[config.mk]
export PLATFORM = sky130hd
export DESIGN_NAME = seq_arith_unit
export DESIGN_NICKNAME = d
export VERILOG_FILES = /design/src/rtl/seq_arith_unit.sv
export SDC_FILE = /design/constraint.sdc
export NUM_CORES = 1
export LEC_CHECK = 0
export ABC_AREA = 1
export BUFFER_PORTS_ARGS = -buffer_cell sky130_fd_sc_hd__buf_2
export CAP_MARGIN = 20
export CORE_MARGIN = 2
export CORE_UTILIZATION = 55
export CTS_BUF_LIST = sky130_fd_sc_hd__clkbuf_16
export DETAILED_ROUTE_END_ITERATION = 8
export GPL_TIMING_DRIVEN = 0
export PLACE_DENSITY = 0.71
export SYNTH_ARGS = -nofsm -noshare
export SYNTH_HDL_FRONTEND = slang
export SYNTH_SLANG_ARGS = --single-unit
[constraint.sdc]
create_clock -name clk -period 3.2 [get_ports clk]
set_clock_uncertainty 0.1 [all_clocks]
set_input_delay 0.32 -clock clk [delete_from_list [all_inputs] [get_ports clk]]
set_output_delay 0.32 -clock clk [all_outputs]
set_load 0.01 [all_outputs]
[src/rtl/seq_arith_unit.sv]
// Self-sequenced arithmetic unit: add/sub in one step, Booth signed multiply and
// restoring unsigned divide over WIDTH iterations, result presented as {A,Q}.
module seq_arith_unit #(
  parameter int unsigned WIDTH = 8
) (
  input  logic               clk,
  input  logic               rst,
  input  logic               start,
  input  logic [1:0]         op,
  input  logic [WIDTH-1:0]   a,
  input  logic [WIDTH-1:0]   b,
  output logic               busy,
  output logic               done,
  output logic [2*WIDTH-1:0] result,
  output logic               carry,
  output logic               overflow,
  output logic               div_by_zero
);

  localparam int unsigned     CntW     = $clog2(WIDTH) + 1;
  localparam logic [CntW-1:0] LastIter = CntW'(WIDTH - 1);
  localparam logic [1:0]      OpAdd    = 2'b00;
  localparam logic [1:0]      OpSub    = 2'b01;
  localparam logic [1:0]      OpMul    = 2'b10;
  localparam logic [1:0]      OpDiv    = 2'b11;

  typedef enum logic [1:0] {StIdle, StCalc, StFinish} state_e;

  state_e          r_state;
  state_e          w_state_d;
  logic [1:0]      r_op;
  logic [WIDTH:0]  r_acc;
  logic [WIDTH-1:0] r_q;
  logic [WIDTH-1:0] r_m;
  logic            r_q_m1;
  logic [CntW-1:0] r_cnt;
  logic            r_carry;
  logic            r_overflow;
  logic            r_dbz;

  logic            w_accept;
  logic            w_dbz_req;
  logic            w_last;
  logic [WIDTH:0]  w_sum;
  logic [WIDTH:0]  w_diff;
  logic [WIDTH:0]  w_m_ext;
  logic [WIDTH:0]  w_booth;
  logic [WIDTH:0]  w_div_sh;
  logic [WIDTH:0]  w_div_sub;
  logic            w_div_ge;
  logic            w_add_ovf;
  logic            w_sub_ovf;

  assign w_accept  = start && (r_state != StCalc);
  assign w_dbz_req = (op == OpDiv) && (b == '0);
  // add/sub finish on their first CALC edge; mul/div run WIDTH edges.
  assign w_last    = !r_op[1] || (r_cnt == LastIter);

  always_ff @(posedge clk or negedge rst) begin
    if (!rst) begin
      r_state <= StIdle;
    end else begin
      r_state <= w_state_d;
    end
  end

  always_comb begin
    w_state_d = r_state;
    unique case (r_state)
      StIdle, StFinish: begin
        if (start) begin
          w_state_d = w_dbz_req ? StFinish : StCalc;
        end else begin
          w_state_d = StIdle;
        end
      end
      StCalc: begin
        if (w_last) begin
          w_state_d = StFinish;
        end
      end
      default: w_state_d = StIdle;
    endcase
  end

  assign w_sum     = {1'b0, r_q} + {1'b0, r_m};
  assign w_diff    = {1'b0, r_q} - {1'b0, r_m};
  assign w_add_ovf = (r_q[WIDTH-1] == r_m[WIDTH-1]) && (w_sum[WIDTH-1] != r_q[WIDTH-1]);
  assign w_sub_ovf = (r_q[WIDTH-1] != r_m[WIDTH-1]) && (w_diff[WIDTH-1] != r_q[WIDTH-1]);

  // Extra accumulator bit keeps A - M representable when M = -2^(WIDTH-1).
  assign w_m_ext = {r_m[WIDTH-1], r_m};

  always_comb begin
    unique case ({r_q[0], r_q_m1})
      2'b01:   w_booth = r_acc + w_m_ext;
      2'b10:   w_booth = r_acc - w_m_ext;
      default: w_booth = r_acc;
    endcase
  end

  assign w_div_sh  = {r_acc[WIDTH-1:0], r_q[WIDTH-1]};
  assign w_div_ge  = w_div_sh >= {1'b0, r_m};
  assign w_div_sub = w_div_sh - {1'b0, r_m};

  always_ff @(posedge clk or negedge rst) begin
    if (!rst) begin
      r_op       <= OpAdd;
      r_acc      <= '0;
      r_q        <= '0;
      r_m        <= '0;
      r_q_m1     <= 1'b0;
      r_cnt      <= '0;
      r_carry    <= 1'b0;
      r_overflow <= 1'b0;
      r_dbz      <= 1'b0;
    end else if (w_accept) begin
      r_op       <= op;
      r_m        <= b;
      r_q_m1     <= 1'b0;
      r_cnt      <= '0;
      r_carry    <= 1'b0;
      r_overflow <= 1'b0;
      if (w_dbz_req) begin
        r_acc <= {1'b0, a};
        r_q   <= '1;
        r_dbz <= 1'b1;
      end else begin
        r_acc <= '0;
        r_q   <= a;
        r_dbz <= 1'b0;
      end
    end else if (r_state == StCalc) begin
      r_cnt <= r_cnt + CntW'(1);
      unique case (r_op)
        OpAdd: begin
          r_q        <= w_sum[WIDTH-1:0];
          r_carry    <= w_sum[WIDTH];
          r_overflow <= w_add_ovf;
        end
        OpSub: begin
          r_q        <= w_diff[WIDTH-1:0];
          r_carry    <= w_diff[WIDTH];
          r_overflow <= w_sub_ovf;
        end
        OpMul: begin
          r_acc  <= {w_booth[WIDTH], w_booth[WIDTH:1]};
          r_q    <= {w_booth[0], r_q[WIDTH-1:1]};
          r_q_m1 <= r_q[0];
        end
        default: begin
          r_acc <= w_div_ge ? w_div_sub : w_div_sh;
          r_q   <= {r_q[WIDTH-2:0], w_div_ge};
        end
      endcase
    end
  end

  always_comb begin
    busy        = (r_state == StCalc);
    done        = (r_state == StFinish);
    result      = {r_acc[WIDTH-1:0], r_q};
    carry       = r_carry;
    overflow    = r_overflow;
    div_by_zero = r_dbz;
  end

endmodule

Yosys cells after proc, flatten, opt, wreduce, memory -nomap -nowiden
Index checks and enable logic that the tools add are counted.

storage, ports and cells
  word-level logic and storage cells = 75
  register bits after elaboration = 37
  output and inout bits = 21
  bits of input ports = 21

cells by class
  eq/ne operators = 15
  multiplexer cells = 26
  magnitude comparators = 1
  reduce and logical (&&, ||, !) cells = 17
  add/sub/neg operators = 6

operator list
  kind                                                                     count
  9-bit case mux with 2 select lines                                       2
  8-bit 2-to-1 mux                                                         4
  9-bit 2-to-1 mux                                                         3
  8-bit case mux with 3 select lines                                       1
  8-bit by 8-bit adder with 9-bit output                                   1
  9-bit adder                                                              1
  9-bit by 8-bit >= comparator with 1-bit output                           1
  8-bit by 8-bit subtractor with 9-bit output                              1
  9-bit by 8-bit subtractor with 9-bit output                              1
  9-bit subtractor                                                         1
  2-bit equality test, second input constant                               4
  8-bit zero test                                                          1
  1-bit 2-to-1 mux                                                         8
  4-bit 2-to-1 mux                                                         2
  2-bit by 1-bit equality test with 1-bit output, second input constant    3
  2-bit 2-to-1 mux                                                         3
  2-bit by 1-bit inequality test with 1-bit output, second input constant  3
  2-bit AND reduction                                                      3
  4-bit by 1-bit adder with 4-bit output, second input constant            1
  4-bit by 3-bit equality test with 1-bit output, second input constant    1
  1-bit logical AND                                                        4
  2-bit zero test                                                          2
  1-bit case mux with 2 select lines                                       2
  2-bit case mux with 2 select lines                                       1
  other kinds (7)                                                          11

Depth between registers and ports, before layout
Gate-level depths: netlist of the first run.

  word-level depth = 6
  gate-level depth with buffers = 21
  mapped depth without buffers = 21

Worst setup path before layout of the first run
Ideal clock, no wire load.

  kind = register to register
  from = reg r_m[1]
  to = reg r_acc[7]
  arrival = 2.380 ns
  path buffers = 0
  path slack = 0.600 ns
  cell stages (with the launch flop) = 22
  library setup time = 0.120 ns
  period minus slack after synthesis = 2.600 ns
  required time = 2.980 ns
  cell sequence = dfrtp_1 -> inv_1 -> ha_1 -> nand2_1 -> nor2_1 -> nor2_1 -> a21oi_1 -> xor2_1 -> inv_1 -> ha_1 -> nand2_1 -> inv_1 -> nand2_1 -> nand2_1 -> a21oi_1 -> nand2_1 -> nand3_1 -> nand2_1 -> nand3_1 -> nand2_1 -> nand2_1 -> a21oi_1

between the ends
  cells in the longest elaborated chain, start to end = 5
  elaborated cells between the ends (all ways) = 9
  those cells by class = add/sub (3); order compare (1); mux (5)

RTL lines
  item                                                                    RTL line  text
  from (decl)                                                             34        logic [WIDTH-1:0] r_m;
  from (signal assigned)                                                  111       r_m <= '0;
  from (signal assigned)                                                  119       r_m <= b;
  9-bit subtractor (tied with other cells)                                97        2'b10: w_booth = r_acc - w_m_ext;
  9-bit case mux with 2 select lines or 9-bit 2-to-1 mux (tied branches)  95, 152
  9-bit case mux with 2 select lines *                                    135       unique case (r_op)
  9-bit 2-to-1 mux *                                                      133       end else if (r_state == StCalc) begin
  9-bit 2-to-1 mux *                                                      117       end else if (w_accept) begin
  to (signal assigned)                                                    125       r_acc <= {1'b0, a};
  to (signal assigned)                                                    147       r_acc <= {w_booth[WIDTH], w_booth[WIDTH:1]};
  to (signal assigned)                                                    152       r_acc <= w_div_ge ? w_div_sub : w_div_sh;
  to (decl)                                                               32        logic [WIDTH:0] r_acc;

Every way passes the cells marked *; elsewhere a longest branch is shown, timed or not. The select of a mux whose other input is x is not followed.
A chain may end at the register's enable or synchronous reset.

Final worst setup path of the first run
  from = reg r_q[0]
  to = reg r_acc[5]

between the ends
  cells in the longest elaborated chain, start to end = 5
  elaborated cells between the ends (all ways) = 6
  those cells by class = eq/ne (2); mux (4)

RTL lines
  item                                                                                   RTL line  text
  from (decl)                                                                            33        logic [WIDTH-1:0] r_q;
  from (signal assigned)                                                                 137       r_q <= w_sum[WIDTH-1:0];
  from (signal assigned)                                                                 142       r_q <= w_diff[WIDTH-1:0];
  from (signal assigned)                                                                 148       r_q <= {w_booth[0], r_q[WIDTH-1:1]};
  2-bit equality test or 2-bit by 1-bit equality test with 1-bit output (tied branches)  95        unique case ({r_q[0], r_q_m1})
  9-bit case mux with 2 select lines *                                                   95
  9-bit case mux with 2 select lines *                                                   135
  9-bit 2-to-1 mux *                                                                     133
  9-bit 2-to-1 mux *                                                                     117

Marks and branches as above.

==> metrics.txt, run 1 <==
# TYPE chip_impl_metric gauge
chip_impl_info{name="status",value="finished clean"} 1
chip_impl_metric{name="layout.nets",unit=""} 676
chip_impl_metric{name="fin_tns_setup",unit="ns"} 0
chip_impl_metric{name="finalHoldViolations",unit=""} 0
chip_impl_metric{name="final_layout_size_suffix_gt1_frac",unit=""} 0.1750
chip_impl_metric{name="routed_wl",unit="mm"} 11.06
chip_impl_info{name="worst_hold_path_type",value="in -> async"} 1
chip_impl_metric{name="route.detailed.drc",unit=""} 0
chip_impl_metric{name="synth.lib_cells_used.distinct",unit=""} 47
chip_impl_metric{name="setup_ws",unit="ns"} 0.2599
chip_impl_info{name="synth_top_family_by_area",value="simple AND/OR/NAND/NOR gates"} 1
chip_impl_metric{name="pin_count",unit=""} 42
chip_impl_metric{name="synth.yosys.warnings",unit=""} 0
chip_impl_metric{name="dr.first_iter.drc_count",unit=""} 369
chip_impl_metric{name="yosys-mux-area-fraction",unit=""} 0
chip_impl_metric{name="drv.max_cap_violation_count",unit=""} 0
chip_impl_info{name="tritoncts",value="done"} 1
chip_impl_metric{name="hold_buffers",unit=""} 0
chip_impl_metric{name="port_buffers",unit=""} 41
chip_impl_metric{name="antenna_cells_inserted",unit=""} 0
chip_impl_metric{name="fin_crit",unit="ns"} 2.940
chip_impl_info{name="worst_path_dominant_cell_family",value="compound AO/OA/AOI/OAI gates"} 1
chip_impl_metric{name="synth_seq_cells",unit=""} 37
chip_impl_metric{name="first_global_vias",unit=""} 3602
chip_impl_metric{name="grt_start_max_net_pins",unit=""} 38
chip_impl_metric{name="place.gp.congestion",unit=""} 0.9159
chip_impl_metric{name="tritoncts.num_buffers",unit=""} 5
chip_impl_metric{name="clkTransAtPathRegs",unit="ns"} 0.06
chip_impl_metric{name="path_buf_inv",unit=""} 2
chip_impl_metric{name="max_freq",unit="MHz"} 340.1
chip_impl_metric{name="tightest_slew",unit="ns"} 0.8547
chip_impl_info{name="synth_top_cells_by_area",value="sky130_fd_sc_hd__dfrtp_1 (23%), sky130_fd_sc_hd__nand2_1 (12%), sky130_fd_sc_hd__ha_1 (11%), sky130_fd_sc_hd__a21oi_1 (6.1%), sky130_fd_sc_hd__inv_1 (6.1%)"} 1
chip_impl_metric{name="xor_xnor_cell_area_share_of_the_yosys_netlist",unit=""} 0.03778
chip_impl_metric{name="finalSetupViolCount",unit=""} 0
chip_impl_metric{name="die_area",unit="sq um"} 7859
chip_impl_info{name="unrepaired_setup_endpoints_after_global_routing",value="false"} 1
chip_impl_info{name="crit_slowest_cell",value="sky130_fd_sc_hd__dfrtp_1"} 1
chip_impl_metric{name="coreArea",unit="sq um"} 6869
chip_impl_metric{name="synth_async_sr_flop_share",unit=""} 1.000
chip_impl_metric{name="count_of_mapped_cells_out_of_synthesis",unit=""} 568
chip_impl_metric{name="post_synth_instance_area",unit="sq um"} 3941
chip_impl_metric{name="syn-mean-instance-area",unit="sq um"} 6.939
chip_impl_info{name="setup.worst_path.class",value="reg -> reg"} 1
chip_impl_metric{name="drt.antenna.violating_nets",unit=""} 0
chip_impl_info{name="synth_top_cell_by_area",value="sky130_fd_sc_hd__dfrtp_1"} 1
chip_impl_metric{name="fp.dieH",unit="um"} 88.65
chip_impl_metric{name="die_w",unit="um"} 88.65
chip_impl_metric{name="first_pass_iters",unit=""} 5
chip_impl_info{name="critical_path.startpoint_type",value="flop"} 1
chip_impl_info{name="synth_top_cells_by_count",value="sky130_fd_sc_hd__nand2_1 (125), sky130_fd_sc_hd__inv_1 (64), sky130_fd_sc_hd__a21oi_1 (48), sky130_fd_sc_hd__nor2_1 (45), sky130_fd_sc_hd__o21ai_0 (44)"} 1
chip_impl_metric{name="worst_path_largest_cell_delay",unit="ns"} 0.45
chip_impl_metric{name="routed_via_density",unit=""} 5.525
chip_impl_info{name="crit_path_cell_trace",value="ha_1, buf_2, a31oi_1, xor2_1, inv_1, ha_1, a21oi_1, nand2_1, a21oi_1, xor2_1, o21ai_0, nand2_1, nand2_1, a21oi_1"} 1
chip_impl_metric{name="track_usage",unit=""} 0.2970
chip_impl_metric{name="dp_slack",unit="ns"} 0.1754
chip_impl_metric{name="synth-seq-area-share",unit=""} 0.2349
chip_impl_metric{name="finalMaxSlewViolations",unit=""} 0
chip_impl_metric{name="post_synth_edffs",unit=""} 0
chip_impl_metric{name="relSlewSlack",unit=""} 0.4302
chip_impl_metric{name="arrival",unit="ns"} 3.05
chip_impl_metric{name="cts_max_path_buffers",unit=""} 2
chip_impl_info{name="ys.flop_type",value="sky130_fd_sc_hd__dfrtp_1"} 1
chip_impl_metric{name="final_min_period_over_clock_period",unit=""} 0.9188
chip_impl_metric{name="dp_hpwl",unit="mm"} 8.804
chip_impl_metric{name="antenna_found_initial",unit=""} 0
chip_impl_metric{name="start_util",unit=""} 0.5738
chip_impl_metric{name="wire_per_inst",unit="um"} 15.51
chip_impl_metric{name="htreeDepth",unit=""} 2
chip_impl_metric{name="total_number_of_placement_rows",unit=""} 30
chip_impl_metric{name="syn_to_final_growth",unit="%"} 12.63
chip_impl_metric{name="gr-total-overflow",unit=""} 0
chip_impl_metric{name="clk_sinks",unit=""} 37
chip_impl_metric{name="clkLatencyLatePin",unit="ns"} 0.28
chip_impl_metric{name="post_synth_fa_ha_maj_area_fraction",unit=""} 0.1314
chip_impl_info{name="end_kind",value="flop"} 1
chip_impl_metric{name="area_share_of_the_largest_cell_type_after_synthesis",unit=""} 0.2349
chip_impl_metric{name="num-fill-cells",unit=""} 657
chip_impl_metric{name="grt_pass1_wl",unit="mm"} 17.88
chip_impl_metric{name="worst_ep_required_time",unit="ns"} 3.31
chip_impl_metric{name="synthSimpleGateAreaFrac",unit=""} 0.2816
chip_impl_metric{name="vias",unit=""} 3939
chip_impl_info{name="cts-root-buf",value="sky130_fd_sc_hd__clkbuf_16"} 1
chip_impl_metric{name="synth-compound-area-share",unit=""} 0.1943
chip_impl_metric{name="synth_nets",unit=""} 628
chip_impl_info{name="yosys.cell_count.top_type",value="sky130_fd_sc_hd__nand2_1"} 1
chip_impl_metric{name="worstPathMaxFanout",unit=""} 10
==> flip-flops by register name, summed over array words and instances, names as in the netlist <==
name / flops
r_acc: 9
r_m: 8
r_q: 8
r_cnt: 4
r_op: 2
r_state: 2
carry: 1
div_by_zero: 1
overflow: 1
r_q_m1: 1
==> what timing repair did <==
action	CTS	global route
endpoints found under the setup margin	0	5
gates resized for setup	0	3
buffers inserted	0	0
==> final timing paths <==
check / slack (ns) / to / startpoint / cells after the start
max in group asynchronous: 2.37 / r_m[1] / rst / 1
hold / removal: 0.03 / r_op[0] / rst / 1
setup / recovery: 0.26 / r_acc[5] / r_q[0] / 14
hold reg to reg: 0.38 / overflow / overflow / 2
setup reg to reg: 0.26 / r_acc[5] / r_q[0] / 14
min in group clk: 0.16 / r_op[1] / op[1] / 3
==> kinds of logic (layout without fill, tap and decap cells) <==
family | count (synthesis) | count (layout)
DFF | 37 | 37
xor gates and xnor gates | 17 | 17
AOI/OAI and AO/OA | 132 | 132
adders and majority gates | 39 | 39
buffers and inverters | 99 | 148
and+or+nand+nor | 244 | 244
==> cell type report <==
| cell class | count | area (sq um) | area share |
|---|---|---|---|
| tap | 96 | 120.1 | 0.02706 |
| buffer | 24 | 165.2 | 0.03720 |
| clock inverter | 3 | 43.79 | 0.009865 |
| multi-input combinational | 432 | 2542 | 0.5727 |
| clock buffer | 5 | 125.1 | 0.02818 |
| inverter | 75 | 310.3 | 0.06990 |
| timing repair buffer | 41 | 205.2 | 0.04622 |
| sequential | 37 | 927.1 | 0.2088 |
==> routing by layer <==
metal  routed length [um]  GRT usage
met5                    0          0
met2                 4813     0.4613
met4                   61    0.04270
met1                 5403     0.4499
met3                  782    0.03825
==> placed cells by master, fill, tap and decap left out, types with 13 or more instances in the layout <==
cell type / count
sky130_fd_sc_hd__a21oi_1: 48
sky130_fd_sc_hd__buf_2: 45
sky130_fd_sc_hd__dfrtp_1: 36
sky130_fd_sc_hd__ha_1: 35
sky130_fd_sc_hd__inv_1: 63
sky130_fd_sc_hd__nand2_1: 125
sky130_fd_sc_hd__nand3_1: 40
sky130_fd_sc_hd__nor2_1: 45
sky130_fd_sc_hd__o21ai_0: 44
sky130_fd_sc_hd__xor2_1: 13
==> per-stage QoR <==
| step | utilization | std cells | cell area, sq um | hold slack [ns] |
|---|---|---|---|---|
| global placement | 0.6211 | 705 | 4267 | 0.3606 |
| global route | 0.6463 | 713 | 4439 | 0.1230 |
| floorplan | - | 568 | 3941 | -0.07559 |
| detailed placement | 0.6211 | 705 | 4267 | 0.3621 |
| CTS | 0.6457 | 713 | 4436 | 0.05792 |
| finish | 0.6463 | 713 | 4439 | 0.03220 |
Power of run 1 is not shown: default switching activity piles up to over one toggle a cycle in this logic, so the estimate is an artifact.
==> inputs of run 2 (changes only) <==
BUFFER_PORTS_ARGS = -buffer_cell sky130_fd_sc_hd__buf_4   (was -buffer_cell sky130_fd_sc_hd__buf_2)
==> run 2 against run 1 <==
Effect of this change: routed wire length grew 1.6%; critical path depth is the same; final cell count rose by 0.14%; first-iteration DRC count is 27% lower; sequential cell count unchanged; die area unchanged; largest cell class unchanged; setup slack got worse by 0.030 ns; highest routed layer unchanged; critical path type unchanged; critical endpoint unchanged.
==> metrics.txt, run 2 (synthesis results as in run 1) <==
# TYPE chip_impl_metric gauge
chip_impl_metric{name="dr.first_iter.drc_count",unit=""} 269
chip_impl_info{name="largest_registers",value="r_acc: 9 flops, r_m: 8 flops, r_q: 8 flops"} 1
chip_impl_metric{name="htreeDepth",unit=""} 2
chip_impl_metric{name="total_number_of_placement_rows",unit=""} 30
chip_impl_metric{name="route.detailed.drc",unit=""} 0
chip_impl_metric{name="grt_pass1_wl",unit="mm"} 18.11
chip_impl_metric{name="port_buffers",unit=""} 41
chip_impl_metric{name="vias",unit=""} 4025
chip_impl_metric{name="drv.max_cap_violation_count",unit=""} 0
chip_impl_metric{name="grt_start_max_net_pins",unit=""} 38
chip_impl_info{name="status",value="finished clean"} 1
chip_impl_metric{name="final_min_period_over_clock_period",unit=""} 0.9282
chip_impl_metric{name="die_w",unit="um"} 88.65
chip_impl_metric{name="final_layout_size_suffix_gt1_frac",unit=""} 0.1748
chip_impl_info{name="top_register",value="r_acc"} 1
chip_impl_metric{name="finalHoldViolations",unit=""} 0
chip_impl_info{name="tritoncts",value="done"} 1
chip_impl_metric{name="tritoncts.num_buffers",unit=""} 5
chip_impl_metric{name="start_util",unit=""} 0.5738
chip_impl_metric{name="antenna_found_initial",unit=""} 0
chip_impl_metric{name="clk_sinks",unit=""} 37
chip_impl_metric{name="pin_count",unit=""} 42
chip_impl_info{name="end_kind",value="flop"} 1
chip_impl_metric{name="max_freq",unit="MHz"} 336.7
chip_impl_metric{name="tightest_slew",unit="ns"} 0.4993
chip_impl_metric{name="worst_ep_required_time",unit="ns"} 3.31
chip_impl_metric{name="first_global_vias",unit=""} 3705
chip_impl_metric{name="place.gp.congestion",unit=""} 0.9864
chip_impl_metric{name="routed_via_density",unit=""} 5.637
chip_impl_metric{name="postLayoutCoreUtil",unit=""} 0.6627
chip_impl_info{name="cts-root-buf",value="sky130_fd_sc_hd__clkbuf_16"} 1
chip_impl_metric{name="post_cts_buffers",unit=""} 0
chip_impl_metric{name="num-fill-cells",unit=""} 625
chip_impl_metric{name="multiInputGateArea",unit="sq um"} 2542
chip_impl_metric{name="layout.nets",unit=""} 677
chip_impl_metric{name="wire_per_inst",unit="um"} 15.74
chip_impl_metric{name="clkLatencyLatePin",unit="ns"} 0.29
chip_impl_metric{name="fin_area",unit="sq um"} 4552
chip_impl_info{name="worst_hold_path_type",value="in -> reg"} 1
chip_impl_metric{name="track_usage",unit=""} 0.3006
chip_impl_metric{name="die_area",unit="sq um"} 7859
chip_impl_metric{name="finalMaxSlewViolations",unit=""} 0
chip_impl_metric{name="fin_tns_setup",unit="ns"} 0
chip_impl_metric{name="seqCellArea",unit="sq um"} 927.1
chip_impl_metric{name="first_pass_iters",unit=""} 5
chip_impl_metric{name="drt.antenna.violating_nets",unit=""} 0
chip_impl_metric{name="worstPathMaxFanout",unit=""} 10
chip_impl_metric{name="fp.dieH",unit="um"} 88.65
chip_impl_info{name="critical_path.startpoint_type",value="flop"} 1
chip_impl_metric{name="antenna_cells_inserted",unit=""} 0
chip_impl_metric{name="routed_wl",unit="mm"} 11.24
chip_impl_metric{name="dpl-instance-area",unit="sq um"} 4369
chip_impl_metric{name="dp_hpwl",unit="mm"} 8.693
chip_impl_metric{name="gr-total-overflow",unit=""} 0
chip_impl_info{name="final_common_cell",value="sky130_fd_sc_hd__nand2_1"} 1
chip_impl_metric{name="largest_reg_flops",unit=""} 9
chip_impl_info{name="setup.worst_path.class",value="reg -> reg"} 1
chip_impl_metric{name="clkTransAtPathRegs",unit="ns"} 0.06
chip_impl_metric{name="arrival",unit="ns"} 3.08
chip_impl_metric{name="finalSetupViolCount",unit=""} 0
chip_impl_metric{name="relSlewSlack",unit=""} 0.6671
chip_impl_metric{name="fin_crit",unit="ns"} 2.970
chip_impl_info{name="unrepaired_setup_endpoints_after_global_routing",value="false"} 1
chip_impl_metric{name="coreArea",unit="sq um"} 6869
chip_impl_metric{name="syn_to_final_growth",unit="%"} 15.49
chip_impl_metric{name="cts_max_path_buffers",unit=""} 2
chip_impl_info{name="final_cell_mix",value="sky130_fd_sc_hd__nand2_1 (125), sky130_fd_sc_hd__inv_1 (63), sky130_fd_sc_hd__buf_4 (53)"} 1
==> run 2: changes by cell type in the layout (fill, tap and decap cells not counted) <==
cell | before | now
sky130_fd_sc_hd__inv_2 | 10 | 11
sky130_fd_sc_hd__buf_2 | 45 | 4
sky130_fd_sc_hd__inv_4 | 1 | 0
sky130_fd_sc_hd__clkinvlp_4 | 0 | 1
sky130_fd_sc_hd__clkinv_4 | 0 | 1
sky130_fd_sc_hd__dlygate4sd3_1 | 0 | 1
sky130_fd_sc_hd__buf_4 | 12 | 53
sky130_fd_sc_hd__inv_6 | 1 | 0
sky130_fd_sc_hd__clkinv_2 | 1 | 0
==> run 2: layer usage <==
metal,up-vias,wire length [um],share of wire,GRT usage
met5,-,0,0,0
met4,0,345,0.031,0.09366
met3,34,837,0.074,0.04384
met2,183,4703,0.42,0.4634
met1,1829,5355,0.48,0.4341
li1,1979,-,-,-
==> run 2: per-stage QoR <==
stage	instances	setup slack, ns	hold slack, ns
floorplan	568	0.5997	-0.07559
global placement	705	0.2231	0.2145
detailed placement	705	0.1667	0.2187
CTS	714	0.1240	0.1535
global route	714	0.01707	0.1689
finish	714	0.2299	0.1503
==> run 2: final timing paths <==
| kind | start | end | slack (ns) | cells past startpoint |
|---|---|---|---|---|
| setup / recovery | r_q[0] | r_acc[5] | 0.23 | 14 |
| hold / removal | b[5] | r_m[5] | 0.15 | 3 |
| setup reg to reg | r_q[0] | r_acc[5] | 0.23 | 14 |
| hold reg to reg | overflow | overflow | 0.38 | 2 |
| max in group asynchronous | rst | r_m[1] | 2.20 | 2 |
| min in group asynchronous | rst | r_op[0] | 0.43 | 2 |
==> run 2: critical path, stage by stage (launching register included) <==
cell,delay (ns)
sky130_fd_sc_hd__dfrtp_1,0.44
sky130_fd_sc_hd__ha_1,0.23
sky130_fd_sc_hd__buf_2,0.17
sky130_fd_sc_hd__a31oi_1,0.18
sky130_fd_sc_hd__xor2_1,0.17
sky130_fd_sc_hd__inv_1,0.06
sky130_fd_sc_hd__ha_1,0.35
sky130_fd_sc_hd__a21oi_1,0.14
sky130_fd_sc_hd__nand2_1,0.14
sky130_fd_sc_hd__a21oi_1,0.19
sky130_fd_sc_hd__xor2_1,0.30
sky130_fd_sc_hd__o21ai_0,0.12
sky130_fd_sc_hd__nand2_1,0.10
sky130_fd_sc_hd__nand2_1,0.05
sky130_fd_sc_hd__a21oi_1,0.13
==> run 2: timing repair <==
item | in CTS | in global routing
gates resized for setup | 0 | 2
setup endpoints to repair | 0 | 5
endpoints found under the hold margin | 37 | 0
hold buffers | 1 | 0
==> run 2: cell type report <==
class,count,area share
clock buffer,5,0.02749
inverter,75,0.06762
tap,96,0.02639
multi-input combinational,432,0.5585
buffer,24,0.03628
sequential,37,0.2037
timing repair buffer,42,0.06982
clock inverter,3,0.01017
Power of run 2 is left out for the same reason.
